## config.mk

```make
export PLATFORM = sky130hd
export DESIGN_NAME = fetch_unit
export DESIGN_NICKNAME = d
export VERILOG_FILES = /design/src/rtl/fetch_unit.sv
export SDC_FILE = /design/constraint.sdc
export NUM_CORES = 1
export LEC_CHECK = 0
export BUFFER_PORTS_ARGS = -buffer_cell sky130_fd_sc_hd__buf_2
export CORE_UTILIZATION = 50
export DETAILED_ROUTE_END_ITERATION = 7
export PLACE_DENSITY = 0.74
export SKIP_LAST_GASP = 1
export SLEW_MARGIN = 20
export SYNTH_ARGS = -nofsm -noshare
export SYNTH_HDL_FRONTEND = slang
export SYNTH_SLANG_ARGS = --single-unit
```

## constraint.sdc

```tcl
create_clock -name clk -period 7 [get_ports clk]
set_clock_uncertainty 0.1 [all_clocks]
set_input_delay 0.7 -clock clk [delete_from_list [all_inputs] [get_ports clk]]
set_output_delay 0.7 -clock clk [all_outputs]
set_load 0.05 [all_outputs]
```

## src/rtl/fetch_unit.sv

```systemverilog
// Instruction-fetch initiator: issues single-outstanding reads to the instruction
// RAM, queues returned words with their PCs, and hands them to decode.
module fetch_unit #(
  parameter int          fifo_depth = 4,
  parameter logic [31:0] reset_pc   = 32'h0
) (
  input  logic        clk,
  input  logic        rst,
  input  logic        redirect,
  input  logic [31:0] redirect_pc,
  output logic        fetch_valid,
  input  logic        fetch_ready,
  output logic [31:0] fetch_pc,
  output logic [31:0] fetch_instr,
  output logic        iram_valid,
  output logic        iram_instr,
  output logic [31:0] iram_addr,
  output logic [31:0] iram_wdata,
  output logic [3:0]  iram_wstrb,
  input  logic [31:0] iram_rdata,
  input  logic        iram_ready
);

  localparam int AW = (fifo_depth > 1) ? $clog2(fifo_depth) : 1;
  localparam logic [AW:0] DEPTH = (AW+1)'(fifo_depth);

  typedef enum logic [1:0] {IDLE, WAIT, DROP} state_t;

  state_t        state_q;
  logic [31:0]   next_pc_q;
  logic [31:0]   addr_q;
  logic [AW-1:0] rd_ptr_q;
  logic [AW-1:0] wr_ptr_q;
  logic [AW:0]   count_q;
  logic [31:0]   pc_mem_q    [fifo_depth];
  logic [31:0]   instr_mem_q [fifo_depth];

  logic        issue;
  logic        push;
  logic        pop;
  logic [AW:0] occupancy;
  logic        unused_pc_lsbs;

  assign unused_pc_lsbs = ^redirect_pc[1:0];

  // The word still in flight in WAIT is reserved against the buffer; a
  // same-cycle dequeue is not credited.
  assign occupancy = count_q + ((state_q == WAIT) ? (AW+1)'(1) : (AW+1)'(0));
  assign issue     = rst && !redirect && ((state_q == IDLE) || iram_ready)
                     && (occupancy < DEPTH);
  assign push      = (state_q == WAIT) && iram_ready && !redirect;
  assign pop       = fetch_valid && fetch_ready;

  always_ff @(posedge clk) begin
    if (!rst) begin
      state_q   <= IDLE;
      next_pc_q <= reset_pc;
      addr_q    <= '0;
      rd_ptr_q  <= '0;
      wr_ptr_q  <= '0;
      count_q   <= '0;
      for (int i = 0; i < fifo_depth; i++) begin
        pc_mem_q[i]    <= '0;
        instr_mem_q[i] <= '0;
      end
    end else if (redirect) begin
      rd_ptr_q  <= '0;
      wr_ptr_q  <= '0;
      count_q   <= '0;
      next_pc_q <= {redirect_pc[31:2], 2'b00};
      case (state_q)
        WAIT:    state_q <= iram_ready ? IDLE : DROP;
        DROP:    if (iram_ready) state_q <= IDLE;
        default: state_q <= IDLE;
      endcase
    end else begin
      if (issue) begin
        addr_q    <= next_pc_q;
        next_pc_q <= next_pc_q + 32'd4;
        state_q   <= WAIT;
      end else if (iram_ready && (state_q != IDLE)) begin
        state_q <= IDLE;
      end
      if (push) begin
        pc_mem_q[wr_ptr_q]    <= addr_q;
        instr_mem_q[wr_ptr_q] <= iram_rdata;
        wr_ptr_q              <= wr_ptr_q + AW'(1);
      end
      if (pop) rd_ptr_q <= rd_ptr_q + AW'(1);
      count_q <= count_q + (AW+1)'(push) - (AW+1)'(pop);
    end
  end

  assign iram_valid  = issue;
  assign iram_addr   = issue ? next_pc_q : addr_q;
  assign iram_instr  = 1'b1;
  assign iram_wdata  = 32'h0;
  assign iram_wstrb  = 4'h0;
  assign fetch_valid = (count_q != '0);
  assign fetch_pc    = pc_mem_q[rd_ptr_q];
  assign fetch_instr = instr_mem_q[rd_ptr_q];

endmodule

```

==> results by group, run 1 <==
Floorplanning
  – Starting Density: 51.2%
  – Die X: 174 um
  – Top-Level Pins: 204
  – DIE AREA: 30,300 um2
  – Core footprint: 28,900 um2
  – Row cnt: 62
  – Chip height: 174 um

Setup path
  – CP Max Fanout: 20
  – Worst endpoint required time: 6.20 ns
  – Kind of critical path: register to output pin
  – CP top delay family: compound AO/OA/AOI/OAI gates
  – Critical R2R Capture: instr_mem_q[2][20]
  – Arr. time, crit path: 3.00 ns
  – Critical Path Source Type: register
  – Setup crit start: state_q[1]
  – Max incr delay on CP: 0.54 ns
  – WP depth: 6
  – Worst r2r src: state_q[0]
  – CP Buf/Inv Count: 2
  – Crit-path cells: and3b_1 -> a21o_1 -> o21ai_4 -> buf_4 -> mux2_2 -> buf_2
  – Crit end category: output pin
  – Worst-case reg-to-reg path depth: 6
  – Slowest-stage cell, CP: o21ai_4
  – Setup slack, reg-to-reg: 3.63 ns

Synth
  – Cell Area, Synth: 14,800 um2
  – YS warnings: 0
  – Post-synth top cells: 256 x edfxtp_1, 228 x and2_1, 73 x dfxtp_1, 71 x and3_1, 64 x mux4_2
  – Post-Syn Area per Cell: 14.1 um2
  – Dominant cell type by area after synthesis: edfxtp_1
  – Async SR Flop Fraction: 0%
  – Post-synthesis sequential area ratio: 61.8%
  – Top FF cell, synth: edfxtp_1
  – Synth unique cells: 50
  – Count leader, synth: edfxtp_1
  – Top-area cell type share of the netlist area: 51.9%
  – EDFF count, synth: 256
  – Cell count after synthesis: 1,047
  – #FFs+latches synth: 329
  – Synth area leaders: edfxtp_1 52%, dfxtp_1 9.9%, mux4_2 9.7%

Route
  – DRT Wirelength: 32,000 um
  – WL/cell: 20.0 um
  – First-pass DRT Iterations: 5
  – Metal3 WL: 2000 um
  – Via density: 5.54
  – Met1 WL: 13,700 um
  – DR WL met2: 15,800 um
  – DRT iter0 DRCs: 725
  – DR top layer: met4
  – DRC errors left: 0
  – Antenna Nets Post-Route: 0
  – Via count: 8,859

Min path
  – Hold Path End: state_q[1]
  – Min-delay worst type: input pin to register
  – Min-delay src: iram_ready
  – Worst Hold Depth: 2

Placement
  – Port Buffer Count: 164
  – Detailed placer's ending HPWL: 18,900 um
  – Pre-CTS setup slack: 3.04 ns
  – Cell Area, Placed: 15,900 um2
  – Routability cong.: 0.817

Clock network
  – CTS root buffer: clkbuf_16
  – CTS tree: built
  – Htree depth: 2
  – CTS Sinks: 329
  – Clock-pin slew on the worst setup and hold paths: 0.06 ns
  – Hold_buf cts: 0
  – CTS Buf Count: 36
  – Postcts setup bufs: 0
  – Clk buf depth: 3
  – Later-pin clock latency in the skew report: 0.51 ns
  – Post-CTS sizing: 0

Timing
  – RSZ-0062 raised after global routing: no
  – Ratio of final minimum period to clock period: 54.3%
  – Final setup vio count: 0
  – Min cycle time layout: 3.80 ns
  – Slew @ Worst Pin: 1.02 ns
  – Fmax: 263 MHz
  – Number of hold violations in the final report: 0
  – Final WS setup: 3.20 ns
  – Rel. slew slack: 32.2%
  – TNS Setup: 0 ns
  – Slew Viols, Final: 0

GRT
  – Vias in the first global route: 8,795
  – Gr usage total: 21.2%
  – Total gr overflow: 0
  – Global-route wire length before repair: 49,200 um
  – Initial antenna violation count: 0
  – Largest net degree at the start of global routing: 70

Pwr
  – P_leak: 0.00663 uW
  – Pwr/cell area: 254 nW/um2
  – VDD IR max: 0.136 mV

Finish
  – Layout cells sized above 1: 27.7%
  – Final Util: 58.4%
  – Diode count: 0
  – Nets: 1,264
  – Area growth syn-to-layout: 14.2%
  – Post-route cell area: 16,900 um2

Job
  – Max-cap violation count: 0

Outcome
  – Outcome: complete, no violations
[worst register-to-register path: cells and delay by family, from the launching register on]
family | cells | cell delay, ns
compound gates | 1 | 0.65
simple gates | 2 | 0.19
buf+inv | 3 | 1.64
flops | 1 | 0.39
[layer usage]
metal  GRT usage (%)  up-vias
met5               0        -
met4            4.68        0
met3            4.09       44
met2            36.1      328
met1            28.1     4398
li1                -     4089
[power breakdown]
part	switching [uW]	internal, uW	total (uW)	leakage [uW]
sequential	41.6	2180	2220	0.00323
combinational	278	96.7	374	0.00289
clock	727	983	1710	0.000508
total	1050	3260	4300	0.00663
[cell type report]
type	instances	area (um2)
repair buffers	178	928
inverters	9	33.8
multi-input cells	637	5270
clock inverters	10	51.3
flip-flops and latches	329	9160
clock buffers	52	992
well taps	384	480
fillers	2284	12000
[worst max-delay path by stage]
| stage | slack (ns) | to |
|---|---|---|
| 2_1_floorplan | 0.1 | instr_mem_q[0][0] |
| 6_report | 3.20 | iram_addr[19] |
| 5_1_grt | 3.04 | iram_addr[19] |
| 3_3_place_gp | 3.08 | pc_mem_q[1][23] |
| 4_1_cts | 3.15 | iram_addr[18] |
| 3_5_place_dp | 3.04 | instr_mem_q[1][6] |
[cells in the final DEF, fill, tap and decap left out, types with 3 or more instances in the layout]
master	instances
buf_4	15
and4_1	5
a211oi_1	4
nand2_1	22
clkbuf_16	37
ha_1	3
edfxtp_1	256
mux4_2	64
inv_1	9
nand4_1	7
clkinv_2	3
xnor2_1	20
a21oi_1	28
nand3_1	11
and3_1	71
xor2_1	8
o21ai_4	3
a2111oi_2	5
conb_1	37
o21ai_0	34
a2111oi_4	3
a2111oi_1	3
mux2_2	30
nor2_1	11
dfxtp_1	71
a31oi_1	4
buf_2	163
clkinv_1	5
or3_1	3
clkbuf_1	14
and2_1	228
[through the flow]
| stage | cells | power, uW | hold slack [ns] |
|---|---|---|---|
| 6_report | 1599 | 4300 | 0.324 |
| 5_1_grt | 1599 | 4430 | 0.312 |
| 4_1_cts | 1599 | 4340 | 0.303 |
| 3_5_place_dp | 1537 | 2640 | 0.392 |
| 3_3_place_gp | 1537 | 2630 | 0.387 |
| 2_1_floorplan | 1082 | 2550 | 0.367 |
[logic make-up (layout without fill, tap and decap cells)]
group	after synthesis	in the layout	synth area share, %
and+or+nand+nor	377	377	15.5
AOI/OAI and AO/OA	95	95	4.43
adders and majority gates	4	4	0.389
muxes	96	96	12.2
buffers and inverters	116	249	4.02
xor gates and xnor gates	28	28	1.66
DFF	329	329	61.8
other	2	37	0.0507
[state kept, by name, summed over array words and instances, names as in the netlist, named ones only]
register     cells
addr_q          32
next_pc_q       30
instr_mem_q    128
count_q          3
pc_mem_q       128
rd_ptr_q         2
state_q          2
wr_ptr_q         2
Power figures use the tool's default switching activity.
==> run 2: changes to the inputs <==
ABC_AREA = 1   (was not set)
PLACE_DENSITY = 0.71   (was 0.74)
clock period = 3.6 ns   (was 7 ns; I/O delays follow)
==> results by group, run 2 <==
Synth
  – Post-synth top cells: 471 x nor2_1, 256 x edfxtp_1, 210 x inv_1, 191 x nand2_1, 175 x o21ai_0
  – #FFs+latches synth: 329 (unchanged)
  – Count leader, synth: nor2_1
  – Dominant cell type by area after synthesis: edfxtp_1
  – Synth area leaders: edfxtp_1 51%, nor2_1 12%, dfxtp_1 9.6%
  – Post-synthesis sequential area ratio: 60.4% (-1.4 points)
  – Top-area cell type share of the netlist area: 50.8% (-1.2 points)
  – Post-Syn Area per Cell: 8.89 um2 (-37%)
  – Async SR Flop Fraction: 0% (unchanged)
  – Cell count after synthesis: 1,704 (+63%)
  – Synth unique cells: 35 (-30%)
  – Cell Area, Synth: 15,100 um2 (+2.3%)
  – EDFF count, synth: 256 (unchanged)
  – Top FF cell, synth: edfxtp_1
  – YS warnings: 0 (unchanged)

Clock network
  – Postcts setup bufs: 0 (unchanged)
  – Post-CTS sizing: 0 (unchanged)
  – CTS Buf Count: 36 (unchanged)
  – CTS Sinks: 329 (unchanged)
  – Hold_buf cts: 0 (unchanged)
  – CTS tree: built
  – Clk buf depth: 3 (unchanged)
  – CTS root buffer: clkbuf_16
  – Htree depth: 2 (unchanged)
  – Clock-pin slew on the worst setup and hold paths: 0.06 ns (about the same)
  – Later-pin clock latency in the skew report: 0.52 ns (about the same)

Floorplanning
  – Top-Level Pins: 204 (unchanged)
  – Die X: 176 um (+1.1%)
  – DIE AREA: 31,000 um2 (+2.3%)
  – Row cnt: 63 (+1.6%)
  – Core footprint: 29,700 um2 (+2.7%)
  – Starting Density: 51.0% (-0.18 points)
  – Chip height: 176 um (+1.1%)

Pwr
  – Design Power: 8650 uW (+100%)
  – P_leak: 0.00709 uW (+6.9%)
  – VDD IR max: 0.333 mV (+150%)
  – Pwr/cell area: 499 nW/um2 (+96%)

Finish
  – Top flop regs: instr_mem_q x128, pc_mem_q x128, addr_q x32
  – Area growth syn-to-layout: 14.4%
  – Nets: 1,912 (+51%)
  – Layout cells sized above 1: 14.2% (-13 points)
  – Layout fillers: 2,567 (+12%)
  – Leading cell types in the layout, fill and taps excluded: 471 x nor2_1, 256 x edfxtp_1, 209 x inv_1
  – Multi-input gate area: 4710 um2 (-11%)
  – Diode count: 0 (unchanged)
  – Most common cell after layout, fill and taps aside: nor2_1
  – Area occupied by registers: 9150 um2 (about the same)
  – Final Non-Filler Cells: 2,257 (+41%)

Placement
  – Routability cong.: 0.939 (+15%)
  – Port Buffer Count: 164 (unchanged)
  – Dpl cells: 2,191 (+43%)
  – Detailed placer's ending HPWL: 21,700 um (+15%)
  – Pre-CTS setup slack: 0.621 ns (-2.42 ns)

GRT
  – Vias in the first global route: 11,207 (+27%)
  – Initial antenna violation count: 0 (unchanged)
  – Global-route wire length before repair: 57,800 um (+17%)
  – Gr usage total: 23.9% (+2.7 points)
  – Largest net degree at the start of global routing: 129 (+84%)
  – Total gr overflow: 0 (unchanged)

Route
  – First-pass DRT Iterations: 5 (unchanged)
  – DRT Wirelength: 36,600 um (+14%)
  – DRT iter0 DRCs: 939 (+30%)
  – Antenna Nets Post-Route: 0 (unchanged)
  – WL/cell: 16.2 um (-19%)
  – Via density: 5.20 (-6.1%)
  – DRC errors left: 0 (unchanged)
  – Via count: 11,746 (+33%)

Timing
  – Ratio of final minimum period to clock period: 84.3%
  – RSZ-0062 raised after global routing: no
  – Slew @ Worst Pin: 0.881 ns (-0.136 ns)
  – Final setup vio count: 0 (unchanged)
  – Fmax: 330 MHz
  – TNS Setup: 0 ns (unchanged)
  – Final WS setup: 0.566 ns (-2.63 ns)
  – Min cycle time layout: 3.03 ns
  – Rel. slew slack: 41.3% (+9.1 points)
  – Slew Viols, Final: 0 (unchanged)
  – Number of hold violations in the final report: 0 (unchanged)

Setup path
  – Arr. time, crit path: 2.57 ns (-0.43 ns)
  – Crit end category: output pin
  – CP Max Fanout: 74 (+270%)
  – Crit-path cells: inv_1 -> nand2_1 -> o21ai_0 -> nand3_4 -> inv_4 -> o21ai_0 -> inv_1 -> buf_2
  – CP top delay family: buffers and inverters
  – Kind of critical path: register to output pin
  – Worst endpoint required time: 3.14 ns (-3.06 ns)
  – CP Buf/Inv Count: 4 (+2)
  – Slowest-stage cell, CP: inv_4
  – Worst-case reg-to-reg path depth: 9 (+3)
  – WP depth: 8 (+2)
  – Max incr delay on CP: 0.50 ns (-0.04 ns)
  – Critical Path Source Type: register

Min path
  – Worst Hold Depth: 3 (+1)
  – Min-delay worst type: input pin to register

Outcome
  – Outcome: complete, no violations

Job
  – Max-cap violation count: 0 (unchanged)
run 2: changes by cell type in the layout (fill, tap and decap cells not counted), sizes merged, moves of 71 or more:
cell	previous run	this run
inv	11	220
and2	229	3
nor2	12	474
and3	71	0
o21ai	37	178
nand2	23	192
run 2: final timing paths:
| kind | startpoint | to | slack (ns) |
|---|---|---|---|
| worst min-delay path | redirect_pc[4] | next_pc_q[4] | 0.04 |
| worst min register to register | rd_ptr_q[1] | register | 0.36 |
| worst max register to register | state_q[0] | instr_mem_q[1][7] | 0.95 |
| worst max-delay path | state_q[1] | iram_addr[22] | 0.57 |
run 2: cell type report:
| cell class | count | share of cell area (%) |
|---|---|---|
| sequential | 329 | 52.8 |
| tap | 390 | 2.82 |
| inverter | 218 | 4.74 |
| clock inverter | 20 | 0.801 |
| clock buffer | 46 | 5.59 |
| timing repair buffer | 190 | 6.08 |
| multi-input combinational | 1064 | 27.2 |
run 2: routing by layer:
metal | wire [um] | vias up | track usage [%] | share of wire, %
met4 | 946 | 0 | 8.22 | 2.6
met1 | 15600 | 5518 | 32.1 | 43
met2 | 17400 | 435 | 39.5 | 48
li1 | - | 5735 | - | -
met3 | 2610 | 58 | 3.60 | 7.1
met5 | 0 | - | 0 | 0
run 2: logic make-up (layout without fill, tap and decap cells):
| logic type | after synthesis | in the layout | synth area share (%) |
|---|---|---|---|
| simple gates | 740 | 740 | 19.3 |
| flops | 329 | 329 | 60.4 |
| compound gates | 274 | 274 | 9.65 |
| xor+xnor | 9 | 9 | 0.520 |
| other cells | 2 | 37 | 0.0496 |
| fa+ha+maj | 4 | 4 | 0.380 |
| buf+inv | 346 | 474 | 9.73 |
run 2: worst reg2reg max path: cells and delay by family (launching register included):
family	cells	cell delay, ns
flops	1	0.36
simple gates	5	1.01
buf+inv	4	1.01
run 2: power breakdown:
group	internal, uW	switching, uW	total (uW)
clock network	1990	1460	3460
registers	4230	73.4	4310
logic	185	700	885
total	6410	2240	8650
run 2: metrics by stage:
stage | hold WS [ns] | util [%] | instance area [um2]
finish | 0.0352 | 58.3 | 17300
global route | 0.0365 | 58.3 | 17300
CTS | 0.0119 | 58.3 | 17300
detailed placement | 0.348 | 54.6 | 16200
global placement | 0.352 | 54.6 | 16200
floorplan | 0.336 | - | 15300
==> run 3: changes to the inputs <==
PLACE_DENSITY = 0.74   (was 0.71)
clock period = 2.52 ns   (was 3.6 ns; I/O delays follow)
==> results by group, run 3 (synthesis gave the netlist of run 2 again) <==
Clock network
  – CTS Sinks: 329 (unchanged)
  – Later-pin clock latency in the skew report: 0.51 ns (about the same)
  – CTS Buf Count: 36 (unchanged)
  – CTS tree: built
  – Clk buf depth: 3 (unchanged)
  – CTS root buffer: clkbuf_16
  – Clock-pin slew on the worst setup and hold paths: 0.06 ns (about the same)
  – Htree depth: 2 (unchanged)

GRT
  – Global-route wire length before repair: 59,600 um (+3.1%)
  – Gr usage total: 24.7% (+0.87 points)
  – Met3 Use GR: 2.73% (-0.86 points)
  – GRT met1 Usage: 31.7% (-0.34 points)
  – Total gr overflow: 0 (unchanged)
  – Global route hottest layer: met2
  – Initial antenna violation count: 0 (unchanged)
  – Largest net degree at the start of global routing: 79 (-39%)
  – M2 GR Usage: 43.4% (+3.9 points)
  – Vias in the first global route: 11,736 (+4.7%)

Finish
  – Final Util: 62.2% (+3.9 points)
  – Most common cell after layout, fill and taps aside: nor2_1
  – Layout cells sized above 1: 16.1% (+1.9 points)
  – Nets: 1,984 (+3.8%)
  – Diode count: 0 (unchanged)
  – Top flop regs: instr_mem_q x128, pc_mem_q x128, addr_q x32
  – Leading cell types in the layout, fill and taps excluded: 469 x nor2_1, 256 x edfxtp_1, 209 x inv_1
  – Area growth syn-to-layout: 22.1%

Min path
  – Worst Hold Depth: 3 (unchanged)
  – Hold Path End: instr_mem_q[3][19]
  – Min-delay src: iram_rdata[19]
  – Min-delay worst type: input pin to register

Floorplanning
  – DIE AREA: 31,000 um2 (unchanged)
  – Row cnt: 63 (unchanged)
  – Core footprint: 29,700 um2 (unchanged)
  – Top-Level Pins: 204 (unchanged)
  – Starting Density: 51.0% (unchanged)
  – Chip height: 176 um (unchanged)
  – Die X: 176 um (unchanged)

Pwr
  – Combinational share of power: 11.5% (+1.3 points)
  – NetSw: 3300 uW (+48%)
  – VDD IR max: 0.471 mV (+41%)
  – Power share of the sequential group: 48.1% (-1.7 points)
  – P_leak: 0.00756 uW (+6.6%)
  – Cell-internal power: 9520 uW (+48%)
  – Clk pwr share: 40.4% (+0.4 points)
  – Pwr/cell area: 693 nW/um2 (+39%)
  – Sw Share: 25.8% (-0.079 points)

Timing
  – TNS Setup: 0 ns (unchanged)
  – Final setup vio count: 0 (unchanged)
  – Ratio of final minimum period to clock period: 97.8%
  – Fmax: 406 MHz
  – Rel. slew slack: 44.8% (+3.5 points)
  – Slew Viols, Final: 0 (unchanged)
  – RSZ-0062 raised after global routing: yes
  – Min cycle time layout: 2.46 ns
  – Slew @ Worst Pin: 0.828 ns (-0.0527 ns)
  – Number of hold violations in the final report: 0 (unchanged)

Route
  – WL/cell: 16.9 um (+4.3%)
  – DRT Wirelength: 39,400 um (+7.5%)
  – DRC errors left: 0 (unchanged)
  – First-pass DRT Iterations: 5 (unchanged)
  – DRT iter0 DRCs: 1,084 (+15%)
  – Antenna Nets Post-Route: 0 (unchanged)
  – Via density: 5.21 (+0.13%)
  – Via count: 12,131 (+3.3%)

Placement
  – Routability cong.: 0.905 (-3.6%)
  – Port Buffer Count: 164 (unchanged)
  – Detailed placer's ending HPWL: 23,200 um (+6.8%)

Outcome
  – Outcome: complete, no violations

Setup path
  – Kind of critical path: register to output pin
  – Setup crit start: count_q[1]
  – Setup slack, reg-to-reg: 0.15 ns (-0.80 ns)
  – Worst-case reg-to-reg path depth: 12 (+3)
  – Critical R2R Capture: count_q[2]
  – CP Max Fanout: 19 (-74%)
  – Crit end category: output pin
  – Critical Path Source Type: register
  – Worst r2r src: state_q[0]
  – Arr. time, crit path: 2.11 ns (-0.46 ns)
  – Worst endpoint required time: 2.17 ns (-0.97 ns)

Job
  – Max-cap violation count: 0 (unchanged)
==> run 3: cell count changes in the layout (fill, tap and decap cells not counted), moves of 4 or more <==
cell,previous run,this run
buf_12,3,15
buf_2,164,139
buf_4,23,33
buf_6,0,6
clkbuf_4,0,12
dlygate4sd3_1,0,51
o21ai_0,172,144
o21ai_1,3,12
o21ai_2,0,15
o21ai_4,3,7
==> run 3: metrics by stage <==
stage	cell area [um2]	hold WS [ns]	power, uW	setup WS, ns	std cells
detailed placement	16400	0.356	7560	0.250	2200
CTS	18200	0.00348	12800	-0.0658	2317
floorplan	15300	0.250	7220	-0.532	1739
global route	18500	0.0443	13200	-0.0707	2328
global placement	16400	0.348	7540	0.303	2200
finish	18500	0.0204	12800	0.0565	2328
==> run 3: worst max-delay path: stages, from the launching register on <==
cell,delay (ns)
dfxtp_4,0.37
inv_1,0.06
nand2_2,0.09
nand2_2,0.08
nor2_4,0.11
nand3_4,0.12
inv_8,0.14
buf_12,0.17
nand2_1,0.09
o21ai_2,0.11
inv_1,0.10
buf_6,0.16
==> run 3: final cells by class <==
type | instances | area [um2]
clock buffer | 41 | 920
clock inverter | 24 | 239
fill | 2468 | 11200
inverter | 218 | 827
multi-input combinational | 1064 | 4820
sequential | 329 | 9160
tap | 390 | 488
timing repair buffer | 262 | 2040
==> run 3: what timing repair did <==
action / 4_1_cts / 5_1_grt
pin swaps: 0 / 1
gates cloned: 0 / 3
buffers inserted: 1 / 8
endpoints found under the setup margin: 52 / 35
hold buffers: 51 / 0
endpoints found under the hold margin: 67 / 0
resized for setup: 34 / 68
==> run 3: worst max-delay path by stage <==
| stage | slack (ns) | cells after the start | end |
|---|---|---|---|
| 6_report | 0.06 | 11 | iram_addr[18] |
| 5_1_grt | -0.07 | 10 | iram_addr[19] |
| 4_1_cts | -0.07 | 10 | iram_addr[21] |
| 3_5_place_dp | 0.25 | 12 | count_q[2] |
| 3_3_place_gp | 0.30 | 12 | count_q[2] |
| 2_1_floorplan | -0.53 | 6 | instr_mem_q[1][0] |
==> run 3: per-layer routing <==
layer	wire, um	share of wire [%]	up-vias
li1	-	-	5881
met5	0	0	-
met4	953	2.4	0
met1	16800	43	5755
met2	19300	49	433
met3	2320	5.9	62
==> run 3: power groups by stage <==
stage	clock network, uW	logic (uW)	registers (uW)
floorplan	0	980	6240
global placement	0	1280	6260
detailed placement	0	1290	6270
CTS	5240	1380	6160
global route	5470	1570	6180
finish	5180	1470	6160
